==> src/rtl/store_drain_unit.sv <==
// Store drain: pops the head store once it is ready and is the ROB head,
// writes it to dmem and reports completion (or a misalignment error) to the ROB.
//
// Ports:
//   clk, rst        clock; synchronous active-high reset
//   fifo_out        head entry of the store FIFO
//   fifo_empty      store FIFO empty
//   fifo_ren        one-cycle pop of the FIFO head
//   rob_head_*      ROB head valid and index
//   prf_rs*_addr    PRF read addresses, taken straight from the head entry
//   prf_rs*_data    PRF read data, available in the same cycle
//   dmem_addr       word-aligned write address
//   dmem_wmask      byte enables; any bit set means a request is active
//   dmem_wdata      lane-replicated write data
//   dmem_resp       write complete
//   store_done      one-cycle completion pulse
//   store_rob_idx   ROB index of the completed store
//   store_err       with store_done: misaligned or illegal store, no write

package store_drain_pkg;
  localparam int SD_PRF_ADDR_W = 6;
  localparam int SD_ROB_IDX_W  = 5;

  typedef struct packed {
    logic                     ready;
    logic [SD_PRF_ADDR_W-1:0] rs1_paddr;
    logic [SD_PRF_ADDR_W-1:0] rs2_paddr;
    logic [31:0]              imm;
    logic [2:0]               funct3;
    logic [SD_ROB_IDX_W-1:0]  rob_idx;
  } ld_st_data_pkt_t;
endpackage

module store_drain_unit
  import store_drain_pkg::*;
#(
  parameter int PRF_ADDR_W = SD_PRF_ADDR_W,
  parameter int ROB_IDX_W  = SD_ROB_IDX_W
) (
  input  logic                  clk,
  input  logic                  rst,
  input  ld_st_data_pkt_t       fifo_out,
  input  logic                  fifo_empty,
  output logic                  fifo_ren,
  input  logic                  rob_head_valid,
  input  logic [ROB_IDX_W-1:0]  rob_head_idx,
  output logic [PRF_ADDR_W-1:0] prf_rs1_addr,
  output logic [PRF_ADDR_W-1:0] prf_rs2_addr,
  input  logic [31:0]           prf_rs1_data,
  input  logic [31:0]           prf_rs2_data,
  output logic [31:0]           dmem_addr,
  output logic [3:0]            dmem_wmask,
  output logic [31:0]           dmem_wdata,
  input  logic                  dmem_resp,
  output logic                  store_done,
  output logic [ROB_IDX_W-1:0]  store_rob_idx,
  output logic                  store_err
);

  typedef enum logic {IDLE, ISSUE} state_t;

  state_t               state, state_n;
  logic [31:0]          addr_q, addr_n;
  logic [31:0]          wdata_q, wdata_n;
  logic [3:0]           wmask_q, wmask_n;
  logic [ROB_IDX_W-1:0] rob_q, rob_n;
  logic [ROB_IDX_W-1:0] sidx_q, sidx_n;
  logic                 done_q, done_n;
  logic                 err_q, err_n;

  logic [31:0] ea;
  logic [1:0]  off;
  logic [3:0]  mask_c;
  logic [31:0] wdata_c;
  logic        bad;
  logic        go;

  assign prf_rs1_addr = fifo_out.rs1_paddr;
  assign prf_rs2_addr = fifo_out.rs2_paddr;

  assign ea  = prf_rs1_data + fifo_out.imm;
  assign off = ea[1:0];

  // rst gates go so nothing is popped while the unit is held in reset
  assign go = (state == IDLE) & ~rst & ~fifo_empty
            & fifo_out.ready & rob_head_valid
            & (rob_head_idx == fifo_out.rob_idx);

  always_comb begin
    mask_c  = '0;
    wdata_c = '0;
    bad     = 1'b0;
    unique case (1'b1)
      (fifo_out.funct3 == 3'b000): begin
        mask_c  = 4'b0001 << off;
        wdata_c = {4{prf_rs2_data[7:0]}};
      end
      (fifo_out.funct3 == 3'b001): begin
        mask_c  = 4'b0011 << off;
        wdata_c = {2{prf_rs2_data[15:0]}};
        bad     = off[0];
      end
      (fifo_out.funct3 == 3'b010): begin
        mask_c  = 4'b1111;
        wdata_c = prf_rs2_data;
        bad     = |off;
      end
      default: bad = 1'b1;
    endcase
  end

  always_comb begin
    state_n  = state;
    addr_n   = addr_q;
    wmask_n  = wmask_q;
    wdata_n  = wdata_q;
    rob_n    = rob_q;
    sidx_n   = '0;
    done_n   = 1'b0;
    err_n    = 1'b0;
    fifo_ren = 1'b0;
    case (state)
      IDLE: begin
        if (go) begin
          fifo_ren = 1'b1;
          rob_n    = fifo_out.rob_idx;
          if (bad) begin
            // rejected store completes without touching dmem
            done_n = 1'b1;
            err_n  = 1'b1;
            sidx_n = fifo_out.rob_idx;
          end else begin
            state_n = ISSUE;
            addr_n  = {ea[31:2], 2'b00};
            wmask_n = mask_c;
            wdata_n = wdata_c;
          end
        end
      end
      ISSUE: begin
        if (dmem_resp) begin
          state_n = IDLE;
          addr_n  = '0;
          wmask_n = '0;
          wdata_n = '0;
          done_n  = 1'b1;
          sidx_n  = rob_q;
        end
      end
      default: state_n = IDLE;
    endcase
  end

  always_ff @(posedge clk) begin
    if (rst) begin
      state   <= IDLE;
      addr_q  <= '0;
      wmask_q <= '0;
      wdata_q <= '0;
      rob_q   <= '0;
      sidx_q  <= '0;
      done_q  <= 1'b0;
      err_q   <= 1'b0;
    end else begin
      state   <= state_n;
      addr_q  <= addr_n;
      wmask_q <= wmask_n;
      wdata_q <= wdata_n;
      rob_q   <= rob_n;
      sidx_q  <= sidx_n;
      done_q  <= done_n;
      err_q   <= err_n;
    end
  end

  assign dmem_addr     = addr_q;
  assign dmem_wmask    = wmask_q;
  assign dmem_wdata    = wdata_q;
  assign store_done    = done_q;
  assign store_rob_idx = sidx_q;
  assign store_err     = err_q;

endmodule

==> config.mk <==
export PLATFORM = sky130hd
export DESIGN_NAME = store_drain_unit
export DESIGN_NICKNAME = d
export VERILOG_FILES = /design/src/rtl/store_drain_unit.sv
export SDC_FILE = /design/constraint.sdc
export NUM_CORES = 1
export LEC_CHECK = 0
export CELL_PAD_IN_SITES_DETAIL_PLACEMENT = 0
export CELL_PAD_IN_SITES_GLOBAL_PLACEMENT = 1
export CORE_UTILIZATION = 31
export CTS_BUF_LIST = sky130_fd_sc_hd__clkbuf_2 sky130_fd_sc_hd__clkbuf_4 sky130_fd_sc_hd__clkbuf_8
export DETAILED_ROUTE_END_ITERATION = 12
export PLACE_DENSITY_LB_ADDON = 0.2
export SYNTH_ARGS = -nofsm -noshare
export SYNTH_HDL_FRONTEND = slang
export SYNTH_SLANG_ARGS = --single-unit
==> constraint.sdc <==
create_clock -name clk -period 4 [get_ports clk]
set_clock_uncertainty 0.2 [all_clocks]
set_input_delay 0.8 -clock clk [delete_from_list [all_inputs] [get_ports clk]]
set_output_delay 0.8 -clock clk [all_outputs]
set_load 0.03 [all_outputs]
Word-level counts from Yosys, hierarchy flattened
Cells that the tools add are included.
Word-level totals
  bits in registers: 81
  input bits: 127
  logic and storage cells: 58
Operators by class
  add/subtract/negate cells: 1
  eq/ne operators: 6
  shift-type cells: 2
  mux-type cells: 28
  bitwise gates (word level): 8
  reductions and logical operators: 5
Operators by type and width (count)
  $mux 32: 5
  $pmux 32 s2: 2
  $pmux 32 s3: 1
  $add 32x32->32: 1
  $mux 5: 3
  $mux 4: 3
  $pmux 4 s3: 1
  $pmux 5 s2: 1
  $mux 1: 8
  $pmux 4 s2: 1
  $ne 2x2->1 const B: 3
  $and 1x1->1: 5
  $eq 5x5->1: 1
  $pmux 1 s2: 2
  $reduce_or 2->1: 2
  $shl 1x2->4 const A: 1
  $shl 2x2->4 const A: 1
  $eq 3x1->1 const B: 1
  $eq 3x2->1 const B: 1
  $logic_not 3->1: 1
  $not 1->1: 3
  $pmux 1 s3: 1
  $reduce_and 3->1: 1
  $reduce_and 2->1: 1

Depth between registers and ports, before layout
  depth after elaboration: 8
  gate-level depth with buffers: 10

Worst setup path before layout
OpenSTA, ideal clock, no wires.
  kind: input to register
  from: in fifo_out[8] (netlist name)
  to: reg addr_q[27], in the netlist dmem_addr[27]
  setup time: 0.124 ns
  arrival time: 2.960 ns
  required time: 3.676 ns
  setup slack: 0.716 ns
  stages: 10
  buffers on the path: 1
  cell sequence: ha_1 -> fa_1 -> o21a_1 -> o22a_1 -> nor4b_2 -> nand2b_1 -> nor2_1 -> buf_2 -> a221oi_2 -> nand3b_1
On the way
  cells in the longest elaborated chain, start to end: 5
  elaborated cells between the ends (all ways): 8
Ends and longest elaborated chain
  from (decl): RTL line 42  | input ld_st_data_pkt_t fifo_out,
  $add 32x32->32 (*): RTL line 81  | assign ea = prf_rs1_data + fifo_out.imm;
  $reduce_or 2->1: RTL line 106  | bad = |off;
  $pmux 1 s3: RTL line 93  | unique case (1'b1)
  $ne 2x2->1 (no source line)
  $reduce_and 3->1 (no source line)
  to (signal assigned): RTL line 166  | addr_q <= addr_n;
  to (decl): RTL line 63  | logic [31:0] addr_q, addr_n;
Every way passes the cells marked *; elsewhere a longest branch is shown, timed or not. The select of a mux whose other input is x is not followed.
A chain may end at the register's enable or synchronous reset.

Worst setup path in the final report
  from: in fifo_out[8] (netlist name)
  to: reg wdata_q[16], in the netlist dmem_wdata[16]
On the way
  cells in the longest elaborated chain, start to end: 5
Ends and longest elaborated chain
  $add 32x32->32 (*): RTL line 81
  $reduce_or 2->1: RTL line 106
  $pmux 1 s3 (*): RTL line 93
  $ne 2x2->1 (no source line) (*)
  $reduce_and 3->1 (no source line) (*)
  to (signal assigned): RTL line 168  | wdata_q <= wdata_n;
  to (decl): RTL line 64  | logic [31:0] wdata_q, wdata_n;
Every way passes the cells marked *; elsewhere a longest branch is shown, timed or not.

==> flow_summary.json <==
{
  "area_delta_synth_final_pct": 44.9,
  "crit_family": "compound AO/OA/AOI/OAI gates",
  "htreeDepth": 3,
  "n_antenna_cell": 0,
  "tritoncts": "yes",
  "initial_utilization": 0.320,
  "postCtsHoldBufs": 0,
  "ys_async_sr_fraction": 0,
  "cp_max_fo": 23,
  "grt_pass1_wl_um": 25100,
  "track_usage": 0.195,
  "rsz0062_at_grt": "false",
  "min_period_ns": 3.61,
  "clk_latency_ns": 0.34,
  "worstReg2RegStart": "state",
  "routedWlPerCell_um": 16.6,
  "worstPathArrival_ns": 3.64,
  "synth-seq-cells": 79,
  "die-height_um": 128,
  "finalSetupTns_ns": 0,
  "final_max_slew_viol_count": 0,
  "synth_cells": 603,
  "ir_drop_uv": 116,
  "io-pin-count": 215,
  "crit_type": "in -> reg",
  "power.total_mw": 1.91,
  "cp_slowest_cell": "a21oi_2",
  "whs_path_depth": 2,
  "path_buf_inv": 2,
  "vias": 5093,
  "io_buffers": 188,
  "hold_class": "reg -> reg",
  "synth_top_area_frac": 0.323,
  "die_w_um": 128,
  "synth_area_per_cell_um2": 8.12,
  "synth_area_leaders": "dfxtp_1 32%, a21oi_1 9.1%, ha_1 7.9%, a22o_1 6.1%, nand2_1 4.0%",
  "leakage_nw": 2.66,
  "fill_cells": 1531,
  "antenna_left": 0,
  "fmax_mhz": 277,
  "antenna_found_initial": 0,
  "clk_pin_slew_ns": 0.08,
  "post_cts_resized": 0,
  "place_hpwl_um": 12900,
  "synth_area_mm2": 0.00489,
  "yosysTopAreaCell": "dfxtp_1",
  "drt_iter0_drc": 353,
  "synth_cell_types": 54,
  "gp_congestion": 0.883,
  "drt_wl_total_um": 16300,
  "clock_path_buffers": 2,
  "drv_cap": 0,
  "status": "complete, no violations",
  "end_kind": "flip-flop",
  "reg2reg_slack_ns": 1.33,
  "ys_seq_area_frac": 0.323,
  "root_buffer": "clkbuf_8",
  "drt-pass1-iter-count": 5,
  "dieArea_mm2": 0.0163,
  "fin_nets": 922,
  "path_cells": "clkdlybuf4s50_1 > ha_1 > fa_1 > o21a_1 > o22a_1 > nor4b_4 > a21oi_2 > buf_4 > nor3_1 > a21oi_1 > nor2_1",
  "endpoint": "dmem_wdata[16]",
  "cp_slowest_stage_delay_ns": 0.69,
  "r2r-end": "dmem_wdata[16]",
  "powerDensity_mw_per_mm2": 269,
  "worstMarginPinSlew_ns": 1.01,
  "grt_max_degree": 49,
  "startpoint": "fifo_out[8]",
  "ys.flop_type": "dfxtp_1",
  "detail_route.vias_per_cell": 5.20,
  "coreArea_mm2": 0.0153,
  "worst-path-stages": 11,
  "worstRegToRegCells": 8,
  "cts_sinks": 79,
  "grt_pass1_vias": 4877,
  "worstSetupStartpointType": "primary input",
  "yosysWarnings": 0,
  "grt_overflow": 0,
  "relSlewSlack": 0.323,
  "setup_viol": 0,
  "post-route-period-util": 0.902,
  "hold_violations": 0,
  "drc_errors": 0,
  "cts_made_buffers": 9,
  "synth_edf_count": 0,
  "required_ns": 4.03,
  "rows": 45,
  "drive_gt1_frac": 0.0495,
  "cts_setup_buffers": 0
}
worst min path at each step:
stage                             start       endpoint
after floorplan                   state     store_done
after global placement     dmem_addr[5]   dmem_addr[5]
after detailed placement  dmem_wdata[2]  dmem_wdata[2]
after CTS                 dmem_wdata[2]  dmem_wdata[2]
after global routing      dmem_wmask[0]  dmem_wmask[0]
final                      dmem_addr[7]   dmem_addr[7]
flip-flops by register name, summed over array words and instances (netlist names):
name and flops:
dmem_addr 30, dmem_wdata 32, dmem_wmask 4, rob_q 5, state 1, store_done 1, store_err 1, store_rob_idx 5
placed cells by master (no fill, tap or decap), drive strengths merged, types with 11 or more instances in the layout:
cell | netlist | final
a21oi | 89 | 89
nand2 | 52 | 52
a21o | 11 | 11
dfxtp | 79 | 79
xor2 | 11 | 11
nor2b | 20 | 20
o21ai | 37 | 37
clkdlybuf4s50 | 0 | 187
nor3 | 17 | 17
a22o | 34 | 34
nor2 | 35 | 35
nand3 | 16 | 16
xnor2 | 18 | 18
ha | 31 | 31
per-layer routing:
metal	vias to the layer above	track usage	part of all wire
met5	-	0	0
met4	0	0.0685	0.018
met3	25	0.0209	0.059
met2	183	0.335	0.47
met1	2360	0.255	0.45
li1	2525	-	-
report_power, final:
group,leakage (nW),internal (mW),switching [mW]
sequential,0.636,0.786,0.000466
combinational,1.92,0.243,0.262
clock,0.103,0.309,0.308
cell usage after synthesis (5+ instances only):
library cell / number
xor2_1: 11
nor2b_1: 20
a21o_1: 11
o211ai_1: 6
nand4_1: 10
o21bai_1: 5
inv_1: 8
buf_2: 6
xnor2_1: 18
mux2_2: 5
a21oi_1: 89
a22o_1: 34
nand2_1: 52
clkbuf_1: 25
o21a_1: 6
buf_4: 14
dfxtp_1: 79
a31oi_1: 6
nor2_1: 35
nand3_1: 16
ha_1: 31
nor3_1: 17
o21ai_0: 36
a32o_1: 9
kinds of logic (layout without fill, tap and decap cells):
logic type	after synthesis	after routing	share of synthesized area
compound gates	220	220	0.289
simple gates	179	179	0.182
flops	79	79	0.323
buf+inv	57	221	0.0560
fa+ha+maj	32	32	0.0834
xor+xnor	29	29	0.0519
mux	6	6	0.0138
other cells	1	2	0.000766
worst register-to-register path, cell delays in order, from the launching register on:
cell and delay [ns]:
dfxtp_1 0.68, nor4b_1 0.12, nand4_1 0.19, nor4b_4 0.08
a21oi_2 0.70, buf_4 0.31, nor3_1 0.07, a21oi_1 0.15
nor2_1 0.05
area by class of cell:
| type | count | area, um2 | area share |
|---|---|---|---|
| Sequential cell | 79 | 1580 | 0.223 |
| Tap cell | 211 | 264 | 0.0372 |
| Clock inverter | 6 | 68.8 | 0.00971 |
| Inverter | 8 | 30.0 | 0.00424 |
| Timing Repair Buffer | 197 | 1950 | 0.275 |
| Multi-Input combinational cell | 468 | 3060 | 0.432 |
| Clock buffer | 10 | 138 | 0.0194 |
metrics by stage:
step	std cells	utilization	hold WS [ns]	area, um2	setup slack (ns)
CTS	979	0.463	0.260	7090	0.403
global route	979	0.463	0.278	7090	0.258
global placement	963	0.450	0.241	6880	0.114
detailed placement	963	0.450	0.248	6880	0.0384
floorplan	604	-	0.320	4900	0.716
finish	979	0.463	0.256	7090	0.393
No activity file was read; power rests on OpenSTA's default activity.
